==> config.mk <==
export PLATFORM = sky130hd
export DESIGN_NAME = id_ex_hazard_flat
export DESIGN_NICKNAME = d
export VERILOG_FILES = /design/src/rtl/pipeline_pkg.sv /design/src/rtl/id_ex_hazard_if.sv /design/src/rtl/hazard_detect.sv /design/src/rtl/id_ex_hazard.sv /design/src/flat_wrapper.sv
export SDC_FILE = /design/constraint.sdc
export NUM_CORES = 1
export LEC_CHECK = 0
export ABC_AREA = 1
export BUFFER_PORTS_ARGS = -buffer_cell sky130_fd_sc_hd__buf_2
export CORE_MARGIN = 4
export CORE_UTILIZATION = 41
export CTS_BUF_LIST = sky130_fd_sc_hd__clkbuf_16
export CTS_CLUSTER_DIAMETER = 30
export DETAILED_ROUTE_END_ITERATION = 10
export GPL_TIMING_DRIVEN = 0
export MAX_ROUTING_LAYER = met4
export PLACE_DENSITY = 0.76
export REMOVE_ABC_BUFFERS = 1
export SETUP_SLACK_MARGIN = 0.05
export SLEW_MARGIN = 20
export SYNTH_ARGS = -nofsm -noshare
export SYNTH_HDL_FRONTEND = slang
export SYNTH_SLANG_ARGS = --single-unit
==> constraint.sdc <==
create_clock -name clk -period 6.1 [get_ports clk]
set_clock_uncertainty 0.05 [all_clocks]
set_input_delay 1.22 -clock clk [delete_from_list [all_inputs] [get_ports clk]]
set_output_delay 1.22 -clock clk [all_outputs]
set_load 0.02 [all_outputs]
==> src/rtl/pipeline_pkg.sv <==
// Shared pipeline definitions: register-zero constant, ALU op width, the
// EX-stage control bundle and its NOP value, and the source-match helper.
package pipeline_pkg;

  localparam logic [4:0] REG_ZERO    = 5'd0;
  localparam int         ALUOP_WIDTH = 2;

  // Control bits that travel with an instruction into EX (and onward to MEM).
  typedef struct packed {
    logic                   regWrite;
    logic                   memRead;
    logic                   memWrite;
    logic                   memToReg;
    logic                   aluSrc;
    logic [ALUOP_WIDTH-1:0] aluOp;
  } ctrl_t;

  // A bubble carries no side effects: every control bit low.
  localparam ctrl_t NOP_CTRL = '0;

  // True when a producer destination r is read by the instruction in ID.
  // Register 0 is hardwired, so it never creates a dependency.
  function automatic logic src_match(input logic [4:0] r,
                                     input logic [4:0] rs,
                                     input logic [4:0] rt,
                                     input logic       rt_used);
    return (r != REG_ZERO) && ((r == rs) || (rt_used && (r == rt)));
  endfunction

endpackage

==> src/rtl/id_ex_hazard_if.sv <==
// Bundle of the ID-side inputs, MEM-side hazard inputs and EX-side outputs
// of the ID/EX register.
//
// Flow control: there is no valid/ready pair. The stage advances on every
// clock edge; stall=1 means the ID instruction cannot proceed this cycle, so
// the fetch side must hold (pcWrite=ifIdWrite=0) and EX receives a bubble.
interface id_ex_hazard_if #(
  parameter int DATA_WIDTH      = 32,
  parameter int STALL_CNT_WIDTH = 16
);
  // decode-side inputs
  logic [DATA_WIDTH-1:0] pcPlus4ID, readData1ID, readData2ID, immID;
  logic [4:0]            registerRsID, registerRtID, registerRdID;
  logic                  rtUsedID;
  logic                  regWriteID, memReadID, memWriteID, memToRegID;
  logic                  aluSrcID, regDstID, branchID;
  logic [1:0]            aluOpID;
  logic                  flushID;
  // MEM-stage producer
  logic                  memReadMEM;
  logic [4:0]            registerRdMEM;
  // EX-stage outputs
  logic [DATA_WIDTH-1:0] pcPlus4EX, readData1EX, readData2EX, immEX;
  logic [4:0]            registerRsEX, registerRtEX, registerRdEX;
  logic                  regWriteEX, memReadEX, memWriteEX, memToRegEX, aluSrcEX;
  logic [1:0]            aluOpEX;
  // hazard outputs
  logic                  pcWrite, ifIdWrite, stall;
  logic [STALL_CNT_WIDTH-1:0] stallCount;

  // Decode/fetch side: drives ID and MEM inputs, observes EX and hazard outputs.
  modport master (
    output pcPlus4ID, readData1ID, readData2ID, immID,
    output registerRsID, registerRtID, registerRdID, rtUsedID,
    output regWriteID, memReadID, memWriteID, memToRegID, aluSrcID, regDstID,
    output branchID, aluOpID, flushID, memReadMEM, registerRdMEM,
    input  pcPlus4EX, readData1EX, readData2EX, immEX,
    input  registerRsEX, registerRtEX, registerRdEX,
    input  regWriteEX, memReadEX, memWriteEX, memToRegEX, aluSrcEX, aluOpEX,
    input  pcWrite, ifIdWrite, stall, stallCount
  );

  // The ID/EX register itself.
  modport slave (
    input  pcPlus4ID, readData1ID, readData2ID, immID,
    input  registerRsID, registerRtID, registerRdID, rtUsedID,
    input  regWriteID, memReadID, memWriteID, memToRegID, aluSrcID, regDstID,
    input  branchID, aluOpID, flushID, memReadMEM, registerRdMEM,
    output pcPlus4EX, readData1EX, readData2EX, immEX,
    output registerRsEX, registerRtEX, registerRdEX,
    output regWriteEX, memReadEX, memWriteEX, memToRegEX, aluSrcEX, aluOpEX,
    output pcWrite, ifIdWrite, stall, stallCount
  );
endinterface

==> src/rtl/hazard_detect.sv <==
// Combinational hazard detection for dependencies that forwarding cannot
// resolve: load-use, branch on a fresh ALU result, branch on a load in MEM.
module hazard_detect
  import pipeline_pkg::*;
(
  input  logic       reset_i,
  input  logic       flush_i,
  input  logic       branch_id_i,
  input  logic       rt_used_id_i,
  input  logic [4:0] rs_id_i,
  input  logic [4:0] rt_id_i,
  input  logic       mem_read_ex_i,
  input  logic       reg_write_ex_i,
  input  logic [4:0] rd_ex_i,
  input  logic       mem_read_mem_i,
  input  logic [4:0] rd_mem_i,
  output logic       stall_o
);

  logic load_use;
  logic branch_alu;
  logic branch_load;

  // Hazard equations; a squashed instruction or a core in reset never stalls.
  always_comb begin
    load_use    = mem_read_ex_i && src_match(rd_ex_i, rs_id_i, rt_id_i, rt_used_id_i);
    branch_alu  = branch_id_i && reg_write_ex_i && !mem_read_ex_i &&
                  src_match(rd_ex_i, rs_id_i, rt_id_i, rt_used_id_i);
    branch_load = branch_id_i && mem_read_mem_i &&
                  src_match(rd_mem_i, rs_id_i, rt_id_i, rt_used_id_i);
    stall_o     = !reset_i && !flush_i && (load_use || branch_alu || branch_load);
  end

endmodule

==> src/rtl/id_ex_hazard.sv <==
// ID/EX pipeline register with bubble insertion on stall or flush, hazard
// outputs for the fetch side, and a saturating stall-cycle counter.
module id_ex_hazard
  import pipeline_pkg::*;
#(
  parameter int DATA_WIDTH      = 32,
  parameter int STALL_CNT_WIDTH = 16
) (
  input logic           clk,
  input logic           reset,
  id_ex_hazard_if.slave bus
);

  localparam logic [STALL_CNT_WIDTH-1:0] CNT_ONE = {{(STALL_CNT_WIDTH-1){1'b0}}, 1'b1};

  logic [DATA_WIDTH-1:0] pc_q, pc_d, rd1_q, rd1_d, rd2_q, rd2_d, imm_q, imm_d;
  logic [4:0]            rs_q, rs_d, rt_q, rt_d, rd_q, rd_d;
  ctrl_t                 ctrl_q, ctrl_d;
  logic [STALL_CNT_WIDTH-1:0] cnt_q, cnt_d;
  logic                  stall;
  logic                  bubble;

  hazard_detect u_hazard (
    .reset_i        (reset),
    .flush_i        (bus.flushID),
    .branch_id_i    (bus.branchID),
    .rt_used_id_i   (bus.rtUsedID),
    .rs_id_i        (bus.registerRsID),
    .rt_id_i        (bus.registerRtID),
    .mem_read_ex_i  (ctrl_q.memRead),
    .reg_write_ex_i (ctrl_q.regWrite),
    .rd_ex_i        (rd_q),
    .mem_read_mem_i (bus.memReadMEM),
    .rd_mem_i       (bus.registerRdMEM),
    .stall_o        (stall)
  );

  assign bubble = stall || bus.flushID;

  // Next EX contents: the ID instruction, or an all-zero NOP on stall/flush.
  always_comb begin
    pc_d            = bus.pcPlus4ID;
    rd1_d           = bus.readData1ID;
    rd2_d           = bus.readData2ID;
    imm_d           = bus.immID;
    rs_d            = bus.registerRsID;
    rt_d            = bus.registerRtID;
    rd_d            = bus.regDstID ? bus.registerRdID : bus.registerRtID;
    ctrl_d.regWrite = bus.regWriteID;
    ctrl_d.memRead  = bus.memReadID;
    ctrl_d.memWrite = bus.memWriteID;
    ctrl_d.memToReg = bus.memToRegID;
    ctrl_d.aluSrc   = bus.aluSrcID;
    ctrl_d.aluOp    = bus.aluOpID;
    if (bubble) begin
      pc_d   = '0;
      rd1_d  = '0;
      rd2_d  = '0;
      imm_d  = '0;
      rs_d   = REG_ZERO;
      rt_d   = REG_ZERO;
      rd_d   = REG_ZERO;
      ctrl_d = NOP_CTRL;
    end
  end

  // Stall counter saturates at all-ones instead of wrapping.
  always_comb begin
    cnt_d = cnt_q;
    if (stall && (cnt_q != '1)) cnt_d = cnt_q + CNT_ONE;
  end

  // EX register and counter; reset leaves a NOP in EX.
  always_ff @(posedge clk or posedge reset) begin
    if (reset) begin
      pc_q   <= '0;
      rd1_q  <= '0;
      rd2_q  <= '0;
      imm_q  <= '0;
      rs_q   <= REG_ZERO;
      rt_q   <= REG_ZERO;
      rd_q   <= REG_ZERO;
      ctrl_q <= NOP_CTRL;
      cnt_q  <= '0;
    end else begin
      pc_q   <= pc_d;
      rd1_q  <= rd1_d;
      rd2_q  <= rd2_d;
      imm_q  <= imm_d;
      rs_q   <= rs_d;
      rt_q   <= rt_d;
      rd_q   <= rd_d;
      ctrl_q <= ctrl_d;
      cnt_q  <= cnt_d;
    end
  end

  assign bus.pcPlus4EX    = pc_q;
  assign bus.readData1EX  = rd1_q;
  assign bus.readData2EX  = rd2_q;
  assign bus.immEX        = imm_q;
  assign bus.registerRsEX = rs_q;
  assign bus.registerRtEX = rt_q;
  assign bus.registerRdEX = rd_q;
  assign bus.regWriteEX   = ctrl_q.regWrite;
  assign bus.memReadEX    = ctrl_q.memRead;
  assign bus.memWriteEX   = ctrl_q.memWrite;
  assign bus.memToRegEX   = ctrl_q.memToReg;
  assign bus.aluSrcEX     = ctrl_q.aluSrc;
  assign bus.aluOpEX      = ctrl_q.aluOp;
  assign bus.stall        = stall;
  assign bus.pcWrite      = !stall;
  assign bus.ifIdWrite    = !stall;
  assign bus.stallCount   = cnt_q;

endmodule

==> src/flat_wrapper.sv <==
// flat-port wrapper written by rule: the top's interface ports become plain ports
module id_ex_hazard_flat import pipeline_pkg::*;
#(
  parameter int DATA_WIDTH      = 32,
  parameter int STALL_CNT_WIDTH = 16
)
  (clk, reset, bus_pcPlus4ID, bus_readData1ID, bus_readData2ID, bus_immID, bus_registerRsID, bus_registerRtID, bus_registerRdID, bus_rtUsedID, bus_regWriteID, bus_memReadID, bus_memWriteID, bus_memToRegID, bus_aluSrcID, bus_regDstID, bus_branchID, bus_aluOpID, bus_flushID, bus_memReadMEM, bus_registerRdMEM, bus_pcPlus4EX, bus_readData1EX, bus_readData2EX, bus_immEX, bus_registerRsEX, bus_registerRtEX, bus_registerRdEX, bus_regWriteEX, bus_memReadEX, bus_memWriteEX, bus_memToRegEX, bus_aluSrcEX, bus_aluOpEX, bus_pcWrite, bus_ifIdWrite, bus_stall, bus_stallCount);
  id_ex_hazard_if #(.DATA_WIDTH(DATA_WIDTH), .STALL_CNT_WIDTH(STALL_CNT_WIDTH)) bus_i ();
  input logic clk;
  input logic reset;
  input wire logic [$bits(bus_i.pcPlus4ID)-1:0] bus_pcPlus4ID;
  input wire logic [$bits(bus_i.readData1ID)-1:0] bus_readData1ID;
  input wire logic [$bits(bus_i.readData2ID)-1:0] bus_readData2ID;
  input wire logic [$bits(bus_i.immID)-1:0] bus_immID;
  input wire logic [$bits(bus_i.registerRsID)-1:0] bus_registerRsID;
  input wire logic [$bits(bus_i.registerRtID)-1:0] bus_registerRtID;
  input wire logic [$bits(bus_i.registerRdID)-1:0] bus_registerRdID;
  input wire logic [$bits(bus_i.rtUsedID)-1:0] bus_rtUsedID;
  input wire logic [$bits(bus_i.regWriteID)-1:0] bus_regWriteID;
  input wire logic [$bits(bus_i.memReadID)-1:0] bus_memReadID;
  input wire logic [$bits(bus_i.memWriteID)-1:0] bus_memWriteID;
  input wire logic [$bits(bus_i.memToRegID)-1:0] bus_memToRegID;
  input wire logic [$bits(bus_i.aluSrcID)-1:0] bus_aluSrcID;
  input wire logic [$bits(bus_i.regDstID)-1:0] bus_regDstID;
  input wire logic [$bits(bus_i.branchID)-1:0] bus_branchID;
  input wire logic [$bits(bus_i.aluOpID)-1:0] bus_aluOpID;
  input wire logic [$bits(bus_i.flushID)-1:0] bus_flushID;
  input wire logic [$bits(bus_i.memReadMEM)-1:0] bus_memReadMEM;
  input wire logic [$bits(bus_i.registerRdMEM)-1:0] bus_registerRdMEM;
  output wire logic [$bits(bus_i.pcPlus4EX)-1:0] bus_pcPlus4EX;
  output wire logic [$bits(bus_i.readData1EX)-1:0] bus_readData1EX;
  output wire logic [$bits(bus_i.readData2EX)-1:0] bus_readData2EX;
  output wire logic [$bits(bus_i.immEX)-1:0] bus_immEX;
  output wire logic [$bits(bus_i.registerRsEX)-1:0] bus_registerRsEX;
  output wire logic [$bits(bus_i.registerRtEX)-1:0] bus_registerRtEX;
  output wire logic [$bits(bus_i.registerRdEX)-1:0] bus_registerRdEX;
  output wire logic [$bits(bus_i.regWriteEX)-1:0] bus_regWriteEX;
  output wire logic [$bits(bus_i.memReadEX)-1:0] bus_memReadEX;
  output wire logic [$bits(bus_i.memWriteEX)-1:0] bus_memWriteEX;
  output wire logic [$bits(bus_i.memToRegEX)-1:0] bus_memToRegEX;
  output wire logic [$bits(bus_i.aluSrcEX)-1:0] bus_aluSrcEX;
  output wire logic [$bits(bus_i.aluOpEX)-1:0] bus_aluOpEX;
  output wire logic [$bits(bus_i.pcWrite)-1:0] bus_pcWrite;
  output wire logic [$bits(bus_i.ifIdWrite)-1:0] bus_ifIdWrite;
  output wire logic [$bits(bus_i.stall)-1:0] bus_stall;
  output wire logic [$bits(bus_i.stallCount)-1:0] bus_stallCount;
  assign bus_i.pcPlus4ID = bus_pcPlus4ID;
  assign bus_i.readData1ID = bus_readData1ID;
  assign bus_i.readData2ID = bus_readData2ID;
  assign bus_i.immID = bus_immID;
  assign bus_i.registerRsID = bus_registerRsID;
  assign bus_i.registerRtID = bus_registerRtID;
  assign bus_i.registerRdID = bus_registerRdID;
  assign bus_i.rtUsedID = bus_rtUsedID;
  assign bus_i.regWriteID = bus_regWriteID;
  assign bus_i.memReadID = bus_memReadID;
  assign bus_i.memWriteID = bus_memWriteID;
  assign bus_i.memToRegID = bus_memToRegID;
  assign bus_i.aluSrcID = bus_aluSrcID;
  assign bus_i.regDstID = bus_regDstID;
  assign bus_i.branchID = bus_branchID;
  assign bus_i.aluOpID = bus_aluOpID;
  assign bus_i.flushID = bus_flushID;
  assign bus_i.memReadMEM = bus_memReadMEM;
  assign bus_i.registerRdMEM = bus_registerRdMEM;
  assign bus_pcPlus4EX = bus_i.pcPlus4EX;
  assign bus_readData1EX = bus_i.readData1EX;
  assign bus_readData2EX = bus_i.readData2EX;
  assign bus_immEX = bus_i.immEX;
  assign bus_registerRsEX = bus_i.registerRsEX;
  assign bus_registerRtEX = bus_i.registerRtEX;
  assign bus_registerRdEX = bus_i.registerRdEX;
  assign bus_regWriteEX = bus_i.regWriteEX;
  assign bus_memReadEX = bus_i.memReadEX;
  assign bus_memWriteEX = bus_i.memWriteEX;
  assign bus_memToRegEX = bus_i.memToRegEX;
  assign bus_aluSrcEX = bus_i.aluSrcEX;
  assign bus_aluOpEX = bus_i.aluOpEX;
  assign bus_pcWrite = bus_i.pcWrite;
  assign bus_ifIdWrite = bus_i.ifIdWrite;
  assign bus_stall = bus_i.stall;
  assign bus_stallCount = bus_i.stallCount;
  id_ex_hazard #(.DATA_WIDTH(DATA_WIDTH), .STALL_CNT_WIDTH(STALL_CNT_WIDTH)) u_core (.clk(clk), .reset(reset), .bus(bus_i));
endmodule
==> summary.txt <==
Run status
  – Status: finished, violations left
  – Failing checks: design-rule violations

Global routing
  – Largest net degree at the start of global routing: 85
  – Vias in the first global route: 5326
  – Overflow after GRT: 0
  – Overall routing resource usage: 0.1932
  – First-pass GRT wire length: about 26 mm
  – Initial antenna violation count: 1

Clocking
  – Cts repair resizes: 0
  – CTS tree: yes
  – CTS Buf Count: 17
  – Clk Latency, worst-skew pair: ~0.41 ns
  – Max Root-Sink Buffers: 2
  – H-tree Lvls: 4
  – Post-CTS Setup Inserts: 0
  – Clk root buf: clkbuf_16
  – Clk pin slew, worst setup/hold paths: 0.06 ns
  – # hold bufs at CTS: 0
  – CTS sink cnt: about 170

Timing
  – Period Utilization, post-route: 0.6220
  – Worst Setup Slack, final: 2.306 ns
  – Max frequency: roughly 0.26 GHz
  – Final Hold Viols: 0
  – Unrepaired setup endpoints after global routing: no
  – Tmin final: 3.794 ns
  – Worst-Margin Slew: approximately 0.79 ns
  – Slew Limit Headroom: 0.4755
  – Setup TNS: 0 ns
  – Slew Limit Fails: 0
  – Fin Hold WS: between 0.4 and 0.5 ns
  – Final setup violation count: 0

Route
  – Post-Route WL: approximately 17 mm
  – Antenna Nets Post-Route: 0
  – WL/cell: approximately 13 um
  – Via count: roughly 5400
  – TritonRoute pass-1 iters: 10
  – # DRC: 4
  – Vias per cell: 4.279
  – DRT iter0 DRCs: 246

Setup path
  – CP arrival: 2.52 ns
  – Crit-path most repeated cell: nand2_1
  – CP max stage delay: 0.31 ns
  – RR Endpoint: u_core.bus.pcPlus4EX[14]
  – Crit end category: output pin
  – Crit-path leading delay family: simple AND/OR/NAND/NOR gates
  – CP endpoint: bus_stall
  – Reg2Reg Depth: 12
  – Slowest stage cell on the critical path: nand2_2
  – Worst R2R Setup Slack: around 3.7 ns
  – WP depth: 12
  – Element type at the critical path start: input pin
  – WP buf/inv: 4
  – Cell Chain, Critical Path: buf_2 > inv_1 > nand2_1 > nand2_1 > nor2_1 > nand3_1 > nand2_1 > nand2_1 > nand2_2 > nand2_4 > inv_1 > buf_2
  – Required @ worst endpoint: approximately 4.8 ns
  – Worst-path fanout max: 18
  – Critical R2R Launch: u_core.bus.registerRdEX[4]
  – Worst setup path category: in -> out
  – Critical path startpoint: bus_registerRdMEM[3]

Pwr
  – P_int: between 0.0015 and 0.002 W
  – Switching Power: 0.0006789 W
  – Sequential share of power: 0.445
  – Clock power share: 0.434
  – Peak VDD IR: 163.3 uV
  – Overall power: roughly 0.0026 W
  – Sw frac: 0.2567
  – PwrDens: between 200 and 300 nW/um^2
  – Combinational share of power: 0.121
  – Leak: about 5.6 nW

Synth
  – Cell area after synthesis: between 6000 and 7000 um^2
  – Library cells used by synthesis: 24
  – Cells after Synth: about 700
  – #FFs+latches synth: ~170
  – Synth warn: 0
  – Post-synthesis sequential area ratio: 0.6443
  – Synthesized area per cell: approximately 9.2 um^2

Placement
  – Post-detail-place hpwl: roughly 13 mm
  – Dpl ws: between 2 and 2.5 ns
  – Routability cong.: 0.8821
  – Input/output buffers: 330
  – DP Area: 8263 um^2

Min path
  – HP Class: reg -> reg

Floorplan
  – Die ar.: around 18000 um^2
  – IO Pins: between 300 and 400
  – Die height: 133.4 um
  – Die X: approximately 130 um
  – # rows: 45
  – Starting Density: 0.4210
  – CORE AREA: around 15000 um^2

Finish
  – Post-route cell area: 8906 um^2
  – Layout net count: about 1200
  – Layout cells sized above 1: 0.3622
  – Area grow syn2layout: 38.13%

Job
  – Max Cap Violations: 0
## metal layers
layer  track usage  part of all wire  vias up
li1              -                 -     2653
met1        0.2193              0.39     2461
met2        0.3318              0.53      230
met3       0.06156             0.072       17
met4       0.05143             0.013        0
met5             -                 0        -
## cell families after synthesis
family / count (synthesis) / share of synthesized area
DFF: 166 / 0.6443
AOI/OAI and AO/OA: 6 / 0.004852
and+or+nand+nor: 323 / 0.2042
adders and majority gates: 1 / 0.001940
buffers and inverters: 188 / 0.1244
xor gates and xnor gates: 15 / 0.02038
## area by class of cell
type / instances / area [um^2]
Multi-Input combinational cell: 345 / 1508
Sequential cell: 166 / 4154
Clock buffer: 17 / 425.4
Antenna cell: 1 / 2.502
Clock inverter: 15 / 215.2
Timing Repair Buffer: 332 / 1707
Inverter: 166 / 630.6
Fill cell: 1361 / 6409
Tap cell: 211 / 264.0
## cell usage after synthesis
master / n / area, um^2
a21oi_1: 5 / 25.02
buf_1: 1 / 3.750
buf_2: 5 / 25.02
buf_4: 2 / 15.01
buf_6: 11 / 123.9
clkbuf_1: 3 / 11.26
dfrtp_1: 166 / 4154
ha_1: 1 / 12.51
inv_1: 160 / 600.6
inv_2: 6 / 22.52
nand2_1: 108 / 405.4
nand2_2: 2 / 12.51
nand2_4: 1 / 11.26
nand3_1: 11 / 55.05
nand3_2: 1 / 10.01
nand3b_1: 1 / 7.510
nand4_1: 16 / 100.1
nand4_4: 1 / 21.27
nor2_1: 179 / 671.9
nor2_4: 1 / 11.26
nor3_1: 2 / 10.01
o22ai_1: 1 / 6.260
xnor2_1: 7 / 61.31
xor2_1: 8 / 70.07
## power groups by stage
stage	logic [W]	registers, W	clock network [W]
floorplan	0.0000988	0.00127	0
global route	0.000353	0.00118	0.00123
CTS	0.000325	0.00118	0.00118
global placement	0.000318	0.00119	0
detailed placement	0.000324	0.00120	0
finish	0.000319	0.00118	0.00115
## worst register-to-register path, delay by kind of cell, from the launching register on
family        cells  cell delay, ns
simple gates     10            1.41
flops             1            0.39
buf+inv           2            0.42
## registers in the layout (all words and copies together), names as in the netlist
| register | count |
|---|---|
| u_core.bus.aluSrcEX | 1 |
| u_core.bus.memReadEX | 1 |
| u_core.bus.memToRegEX | 1 |
| u_core.bus.pcPlus4EX | 32 |
| u_core.bus.readData1EX | 32 |
| u_core.bus.registerRdEX | 5 |
| u_core.bus.immEX | 32 |
| u_core.bus.aluOpEX | 2 |
| u_core.bus.registerRtEX | 5 |
| u_core.bus.regWriteEX | 1 |
| u_core.bus.readData2EX | 32 |
| u_core.bus.memWriteEX | 1 |
| u_core.bus.registerRsEX | 5 |
| u_core.bus.stallCount | 16 |
## layout by cell type, fill, tap and decap left out, drive strengths merged
master and instances:
nand2 111, diode 1, clkbuf 17, a21oi 5, nand4 17, clkinv 1
buf 332, bufinv 4, inv 173, clkinvlp 3, dfrtp 166, ha 1
nor2 180, xnor2 7, nand3b 1, o22ai 1, xor2 8, nand3 12
nor3 2
## worst min path at each step
stage / from / endpoint / slack (ns) / depth (start not counted)
after floorplan: u_core.bus.stallCount[13] / u_core.bus.stallCount[13] / 0.57 / 2
after global placement: u_core.bus.stallCount[13] / u_core.bus.stallCount[13] / 0.46 / 2
after detailed placement: u_core.bus.stallCount[1] / u_core.bus.stallCount[1] / 0.47 / 2
after CTS: u_core.bus.stallCount[1] / u_core.bus.stallCount[1] / 0.48 / 2
after global routing: u_core.bus.stallCount[13] / u_core.bus.stallCount[13] / 0.53 / 2
final: u_core.bus.stallCount[1] / u_core.bus.stallCount[1] / 0.48 / 2
## metrics by stage
stage	std cells	utilization
finish	1253	0.5815
global route	1253	0.5815
CTS	1252	0.5814
detailed placement	1220	0.5395
global placement	1218	0.5344
floorplan	677	-
Note: power is estimated with default switching activity, not from simulation.
